--- config.mk ---
export PLATFORM = sky130hd
export DESIGN_NAME = sdr_rx_gear
export DESIGN_NICKNAME = d
export VERILOG_FILES = /design/src/rtl/sdr_rx_pkg.sv /design/src/rtl/sdr_rx_gear_gearbox.sv /design/src/rtl/sdr_rx_gear.sv
export SDC_FILE = /design/constraint.sdc
export NUM_CORES = 1
export LEC_CHECK = 0
export CORE_MARGIN = 4
export CORE_UTILIZATION = 55
export CTS_CLUSTER_SIZE = 24
export DETAILED_ROUTE_END_ITERATION = 10
export PLACE_DENSITY = 0.83
export SETUP_SLACK_MARGIN = 0.3
export SYNTH_ARGS = -nofsm -noshare
export SYNTH_HDL_FRONTEND = slang
export SYNTH_SLANG_ARGS = --single-unit
--- constraint.sdc ---
create_clock -name clkin -period 2.65 [get_ports clkin]
set_input_delay 0.53 -clock clkin [delete_from_list [all_inputs] [get_ports clkin]]
set_output_delay 0.53 -clock clkin [all_outputs]
set_load 0.1 [all_outputs]
--- src/rtl/sdr_rx_pkg.sv ---
// Shared definitions for the SDR receive gearbox: alignment FSM states,
// the default training pattern and counter widths.
package sdr_rx_pkg;

    typedef enum logic [1:0] {
        IDLE   = 2'd0,
        SEEK   = 2'd1,
        LOCKED = 2'd2
    } rx_state_e;

    localparam logic [7:0] DEF_TRAIN_WORD  = 8'hA5;

    localparam int MAX_GEAR        = 8;
    localparam int MAX_TRAIN_COUNT = 15;

    localparam int LANE_CNT_W  = $clog2(MAX_GEAR);
    localparam int MATCH_CNT_W = $clog2(MAX_TRAIN_COUNT + 1);
    localparam int ERR_CNT_W   = 16;

    // Bits needed to hold values 0..max_val, never less than one bit.
    function automatic int cnt_width(input int max_val);
        if (max_val < 2) begin
            return 1;
        end
        return $clog2(max_val + 1);
    endfunction

endpackage

--- src/rtl/sdr_rx_gear_gearbox.sv ---
// Lane assembler: packs GEAR captured samples into one word, oldest sample
// in the least-significant lane, and presents it on q with a one-cycle strobe.
// The lane counter is exported only when SDR_RX_ERRCNT_EN is defined.
module sdr_rx_gearbox
    import sdr_rx_pkg::*;
#(
    parameter int WIDTH = 8,
    parameter int GEAR  = 2
) (
    input  logic                    clkin,
    input  logic                    reset,
    input  logic                    en,
    input  logic                    sample_vld,
    input  logic [WIDTH-1:0]        cap,
    input  logic                    lane_clr,
    input  logic                    emit_en,
`ifdef SDR_RX_ERRCNT_EN
    output logic [LANE_CNT_W-1:0]   lane_cnt,
`endif
    output logic [WIDTH*GEAR-1:0]   q,
    output logic                    q_valid
);

    logic [LANE_CNT_W-1:0]         lane_q, lane_d;
    logic [GEAR-1:0][WIDTH-1:0]    asm_q, asm_d;
    logic                          full_q, full_d;
    logic [WIDTH*GEAR-1:0]         q_q, q_d;
    logic                          q_valid_q, q_valid_d;

    // Write the captured sample into its lane, flag a complete word, and
    // publish the previously completed word one edge later.
    always_comb begin
        lane_d    = lane_q;
        asm_d     = asm_q;
        full_d    = full_q;
        q_d       = q_q;
        q_valid_d = q_valid_q;
        if (en) begin
            full_d    = 1'b0;
            q_valid_d = 1'b0;
            if (full_q && emit_en) begin
                q_d       = asm_q;
                q_valid_d = 1'b1;
            end
            if (lane_clr) begin
                lane_d = '0;
            end else if (sample_vld) begin
                for (int i = 0; i < GEAR; i++) begin
                    if (lane_q == LANE_CNT_W'(i)) begin
                        asm_d[i] = cap;
                    end
                end
                if (lane_q == LANE_CNT_W'(GEAR - 1)) begin
                    lane_d = '0;
                    full_d = emit_en;
                end else begin
                    lane_d = lane_q + LANE_CNT_W'(1);
                end
            end
        end
    end

    // Gearbox state registers.
    always_ff @(posedge clkin or posedge reset) begin
        if (reset) begin
            lane_q    <= '0;
            asm_q     <= '0;
            full_q    <= 1'b0;
            q_q       <= '0;
            q_valid_q <= 1'b0;
        end else begin
            lane_q    <= lane_d;
            asm_q     <= asm_d;
            full_q    <= full_d;
            q_q       <= q_d;
            q_valid_q <= q_valid_d;
        end
    end

    assign q       = q_q;
    // A held strobe stays invisible while the enable is low.
    assign q_valid = q_valid_q & en;
`ifdef SDR_RX_ERRCNT_EN
    assign lane_cnt = lane_q;
`endif

endmodule

--- src/rtl/sdr_rx_gear.sv ---
// SDR input capture with gearing and training-pattern word alignment.
// Optional slip counter output err_cnt is built when SDR_RX_ERRCNT_EN is defined.
module sdr_rx_gear
    import sdr_rx_pkg::*;
#(
    parameter int               WIDTH       = 8,
    parameter int               GEAR        = 2,
    parameter logic [WIDTH-1:0] TRAIN_WORD  = WIDTH'(DEF_TRAIN_WORD),
    parameter int               TRAIN_COUNT = 4,
    parameter int               TIMEOUT     = 256
) (
    input  logic                    clkin,
    input  logic                    reset,
    output logic                    sclk,
    input  logic                    en,
    input  logic [WIDTH-1:0]        datain,
    input  logic                    align_req,
    output logic [WIDTH*GEAR-1:0]   q,
    output logic                    q_valid,
    output logic                    locked,
`ifdef SDR_RX_ERRCNT_EN
    output logic [ERR_CNT_W-1:0]    err_cnt,
`endif
    output logic                    align_fail
);

    localparam int TMO_W = cnt_width(TIMEOUT - 1);

    logic [WIDTH-1:0]       cap_q, cap_d;
    logic                   cap_vld_q, cap_vld_d;
    rx_state_e              state_q, state_d;
    logic [MATCH_CNT_W-1:0] match_q, match_d, match_next;
    logic [TMO_W-1:0]       tmo_q, tmo_d;
    logic                   align_fail_q, align_fail_d;
    logic                   hit;
    logic                   lane_clr;
    logic                   emit_en;
`ifdef SDR_RX_ERRCNT_EN
    logic [LANE_CNT_W-1:0]  lane_cnt;
    logic [ERR_CNT_W-1:0]   err_q, err_d;
`endif

    assign sclk = clkin;

    // Stage 1 capture; the valid flag keeps the reset value of the capture
    // register from being packed into the first word.
    always_comb begin
        cap_d     = cap_q;
        cap_vld_d = cap_vld_q;
        if (en) begin
            cap_d     = datain;
            cap_vld_d = 1'b1;
        end
    end

    // Alignment FSM: count consecutive training words, lock or time out.
    always_comb begin
        state_d      = state_q;
        match_d      = match_q;
        tmo_d        = tmo_q;
        align_fail_d = align_fail_q;
        lane_clr     = 1'b0;
        hit          = cap_vld_q && (cap_q == TRAIN_WORD);
        match_next   = '0;
        if (hit) begin
            match_next = (match_q == '1) ? match_q : match_q + MATCH_CNT_W'(1);
        end
        if (en) begin
            align_fail_d = 1'b0;
            case (state_q)
                IDLE: begin
                    if (align_req) begin
                        state_d  = SEEK;
                        match_d  = '0;
                        tmo_d    = '0;
                        lane_clr = 1'b1;
                    end
                end
                SEEK: begin
                    if (align_req) begin
                        match_d  = '0;
                        tmo_d    = '0;
                        lane_clr = 1'b1;
                    end else if (match_next >= MATCH_CNT_W'(TRAIN_COUNT)) begin
                        state_d  = LOCKED;
                        match_d  = '0;
                        tmo_d    = '0;
                        lane_clr = 1'b1;
                    end else if (tmo_q >= TMO_W'(TIMEOUT - 1)) begin
                        state_d      = IDLE;
                        align_fail_d = 1'b1;
                        match_d      = '0;
                        tmo_d        = '0;
                    end else begin
                        match_d = match_next;
                        tmo_d   = (tmo_q == '1) ? tmo_q : tmo_q + TMO_W'(1);
                    end
                end
                LOCKED: begin
                    if (align_req) begin
                        state_d  = SEEK;
                        match_d  = '0;
                        tmo_d    = '0;
                        lane_clr = 1'b1;
                    end
                end
                default: begin
                    state_d = IDLE;
                end
            endcase
        end
    end

    // Words are only published when the FSM will not be seeking next cycle,
    // so a partial word is dropped as soon as alignment restarts.
    assign emit_en = (state_d != SEEK);

    // Capture and FSM registers.
    always_ff @(posedge clkin or posedge reset) begin
        if (reset) begin
            cap_q        <= '0;
            cap_vld_q    <= 1'b0;
            state_q      <= IDLE;
            match_q      <= '0;
            tmo_q        <= '0;
            align_fail_q <= 1'b0;
        end else begin
            cap_q        <= cap_d;
            cap_vld_q    <= cap_vld_d;
            state_q      <= state_d;
            match_q      <= match_d;
            tmo_q        <= tmo_d;
            align_fail_q <= align_fail_d;
        end
    end

    sdr_rx_gearbox #(
        .WIDTH (WIDTH),
        .GEAR  (GEAR)
    ) u_gearbox (
        .clkin      (clkin),
        .reset      (reset),
        .en         (en),
        .sample_vld (cap_vld_q),
        .cap        (cap_q),
        .lane_clr   (lane_clr),
        .emit_en    (emit_en),
`ifdef SDR_RX_ERRCNT_EN
        .lane_cnt   (lane_cnt),
`endif
        .q          (q),
        .q_valid    (q_valid)
    );

`ifdef SDR_RX_ERRCNT_EN
    // Slip counter: a training word landing on a non-zero lane while locked.
    always_comb begin
        err_d = err_q;
        if (en) begin
            if (align_req) begin
                err_d = '0;
            end else if (state_q == LOCKED && hit && lane_cnt != '0 && err_q != '1) begin
                err_d = err_q + ERR_CNT_W'(1);
            end
        end
    end

    // Slip counter register.
    always_ff @(posedge clkin or posedge reset) begin
        if (reset) begin
            err_q <= '0;
        end else begin
            err_q <= err_d;
        end
    end

    assign err_cnt = err_q;
`endif

    assign locked     = (state_q == LOCKED);
    assign align_fail = align_fail_q & en;

endmodule

==> results.toml <==
[global_route]
grt_overflow = 0
grt_pass1_vias = 1984
grt_first_pass_wirelength_mm = 9.56
grt_antenna_before_repair = 0
track_usage_pct = 20.9
grt_start_max_net_pins = 27

[route]
drt_iter0_drc = 116
avgViaCountPerCell = 5.78
drc = 0
antenna_left = 0
routed_wirelength_mm = 5.84
wl_per_cell_um = 17.3
vias = 1955
firstDrtPassIters = 4

[setup_path]
critPathMostFrequentCell = "clkbuf_8"
critPathKind = "clock port to output pin"
cp_top_family = "buffers and inverters"
endpoint_kind = "output pin"
ff2ff_setup_slack_ns = 0.38
path_cells = "clkbuf_8, clkbuf_8, buf_4"
critPathBufInv = 3
reg2reg_to = "u_gearbox.asm_q[12]"
max_stage_delay_ns = 0.22
crit_fanout = 2
start_kind = "clock port"
cp.arrival_ns = 1.77
cp.required_ns = 2.12
slowest_stage = "buf_4"
r2r_start = "match_q[0]"
reg2reg_depth = 6

[synthesis]
synth-seq-cells = 61
synthXorXnorAreaFrac_pct = 0.323
synth_top_family_by_area = "multiplexers"
synth_edf_count = 0
synth-main-ff-cell = "dfrtp_1"
mappedNetlistArea_um2 = 2710
synth_cells = 220
syn_avg_cell_area_um2 = 12.3
yosys_warnings = 0
synthAdderAreaFrac_pct = 0.923
synth_cell_type_count = 40
synth_compound_area_share_pct = 9.04
synth_fp_nets = 234
synth-simple-area-share_pct = 11.1
async_reset_ff_share_pct = 100
synth-seq-area-share_pct = 56.3
synthMuxAreaShare_pct = 18.6

[final_layout]
antenna_cells = 0
register_area_um2 = 1530
synthToLayoutAreaGrowth_pct = 23.6
layout.nets = 280
multi_input_area_um2 = 1110
drive_above_1_share_pct = 36.2
final_area_um2 = 3350
instances_no_fill = 338
final_common_cell = "dfrtp_1"
fill_cells = 347
layout_common_cells = "61 x dfrtp_1, 31 x mux2_2, 29 x buf_4"

[run_status]
status = "completed"

[floorplanning]
start_util_pct = 57.0
die-area_um2 = 6120
fp.coreArea_um2 = 4750
fp.dieH_um = 78.2
die_w_um = 78.2
io_pins = 32
rows = 25

[timing]
setup_viol_count_final = 0
drv_slew = 0
final-hold-violation-count = 0
rsz0062_at_grt = "false"
clock_skew_ns = 0.00664
max_slew_margin_pct = 33.3
worst_pin_slew_ns = 0.994

[power]
clkPwrFrac_pct = 43.2
cellPowerDensity_nw_per_um2 = 703
p_switching_uw = 698
ir_worst_vdd_v = 0.000595
intPower_mw = 1.66
power.leakage_nw = 1.56
p_comb_share_pct = 9.7
p_sw_share_pct = 29.6
pwr-share-seq_pct = 47.1

[placement]
placed_cells = 316
portBuffers = 31
placed_area_um2 = 3080
dp_hpwl_mm = 3.62
gp_congestion = 0.835

[flow_run]
max_cap_violations = 0

[clock_tree]
tritoncts = "yes"
clk_latency_ns = 0.44
clkTransAtPathRegs_ns = 0.07

[min_path]
hold_class = "input port to async pin"
==> worst max path at each step <==
stage | slack (ns) | cells after the start | start | endpoint
floorplan | 0.05 | 3 | en | align_fail
global placement | -0.14 | 1 | clkin | sclk
detailed placement | -0.14 | 1 | clkin | sclk
CTS | 0.29 | 3 | clkin | sclk
global route | 0.30 | 6 | match_q[0] | u_gearbox.asm_q[12]
finish | 0.35 | 3 | clkin | sclk
==> registers in the layout, summed over array words and instances (netlist names) <==
register / flops
u_gearbox.asm_q: 16
u_gearbox.full_q: 1
cap_vld_q: 1
u_gearbox.q: 16
u_gearbox.lane_q: 3
cap_q: 8
u_gearbox.q_valid_q: 1
tmo_q: 8
state_q: 2
match_q: 4
align_fail_q: 1
==> cell families after synthesis <==
| group | count (synthesis) |
|---|---|
| AO/OA/AOI/OAI | 34 |
| XOR/XNOR | 1 |
| adder cells (fa/ha/maj) | 2 |
| buffers and inverters | 19 |
| flip-flops | 61 |
| multiplexers | 42 |
| AND/OR/NAND/NOR | 61 |
==> per-stage QoR <==
stage / utilization, % / hold slack [ns] / TNS (ns) / power (mW) / setup slack [ns]
3_3_place_gp: 64.7 / 0.477 / -0.145 / 1.47 / -0.145
6_report: 70.5 / 0.441 / 0 / 2.36 / 0.351
4_1_cts: 69.8 / 0.451 / 0 / 2.36 / 0.288
5_1_grt: 70.5 / 0.495 / 0 / 2.46 / 0.297
3_5_place_dp: 64.7 / 0.491 / -0.145 / 1.49 / -0.145
2_1_floorplan: - / 0.456 / 0 / 1.41 / 0.0456
==> cell usage after synthesis (2+ instances only) <==
| master | instances | area (um2) |
|---|---|---|
| a21oi_1 | 7 | 35.0 |
| a31oi_1 | 2 | 12.5 |
| a32oi_1 | 3 | 26.3 |
| and2_1 | 4 | 25.0 |
| and3_1 | 2 | 12.5 |
| buf_2 | 2 | 10.0 |
| clkbuf_1 | 4 | 15.0 |
| dfrtp_1 | 61 | 1530 |
| ha_1 | 2 | 25.0 |
| inv_1 | 9 | 33.8 |
| mux2_2 | 31 | 349 |
| mux2_4 | 9 | 135 |
| mux2i_1 | 2 | 20.0 |
| nand2_1 | 18 | 67.6 |
| nand3_1 | 5 | 25.0 |
| nand4_1 | 7 | 43.8 |
| nor2_1 | 13 | 48.8 |
| nor2b_1 | 3 | 18.8 |
| nor3_1 | 4 | 20.0 |
| o2111ai_2 | 2 | 30.0 |
| o21ai_0 | 9 | 45.0 |
| o21ai_1 | 2 | 10.0 |
| or2_2 | 2 | 12.5 |
==> power groups by stage <==
stage	combinational [mW]	sequential, mW	clock, mW
6_report	0.229	1.11	1.02
5_1_grt	0.250	1.12	1.08
4_1_cts	0.231	1.11	1.02
3_5_place_dp	0.222	1.12	0.148
3_3_place_gp	0.212	1.11	0.148
2_1_floorplan	0.151	1.12	0.142
==> metal layers <==
layer	track usage (%)	part of all wire, %	up-vias
li1	-	-	879
met1	24.4	41	994
met2	34.1	51	65
met3	6.88	6.1	17
met4	11.4	2.4	0
met5	0	0	-
==> layout make-up <==
| type | instances | share of cell area, % |
|---|---|---|
| well taps | 67 | 2.50 |
| repair buffers | 41 | 10.8 |
| clock buffers | 15 | 5.97 |
| inverters | 9 | 1.01 |
| multi-input cells | 140 | 33.1 |
| clock inverters | 5 | 1.05 |
| flip-flops and latches | 61 | 45.6 |
==> repair_timing <==
| action | CTS | global route |
|---|---|---|
| gates cloned | 0 | 0 |
| hold buffers | 0 | 0 |
| setup endpoints to repair | 17 | 25 |
| gates resized for setup | 7 | 4 |
| buffers inserted | 0 | 3 |
| pin swaps | 0 | 1 |
No activity file was read; power rests on OpenSTA's default activity.
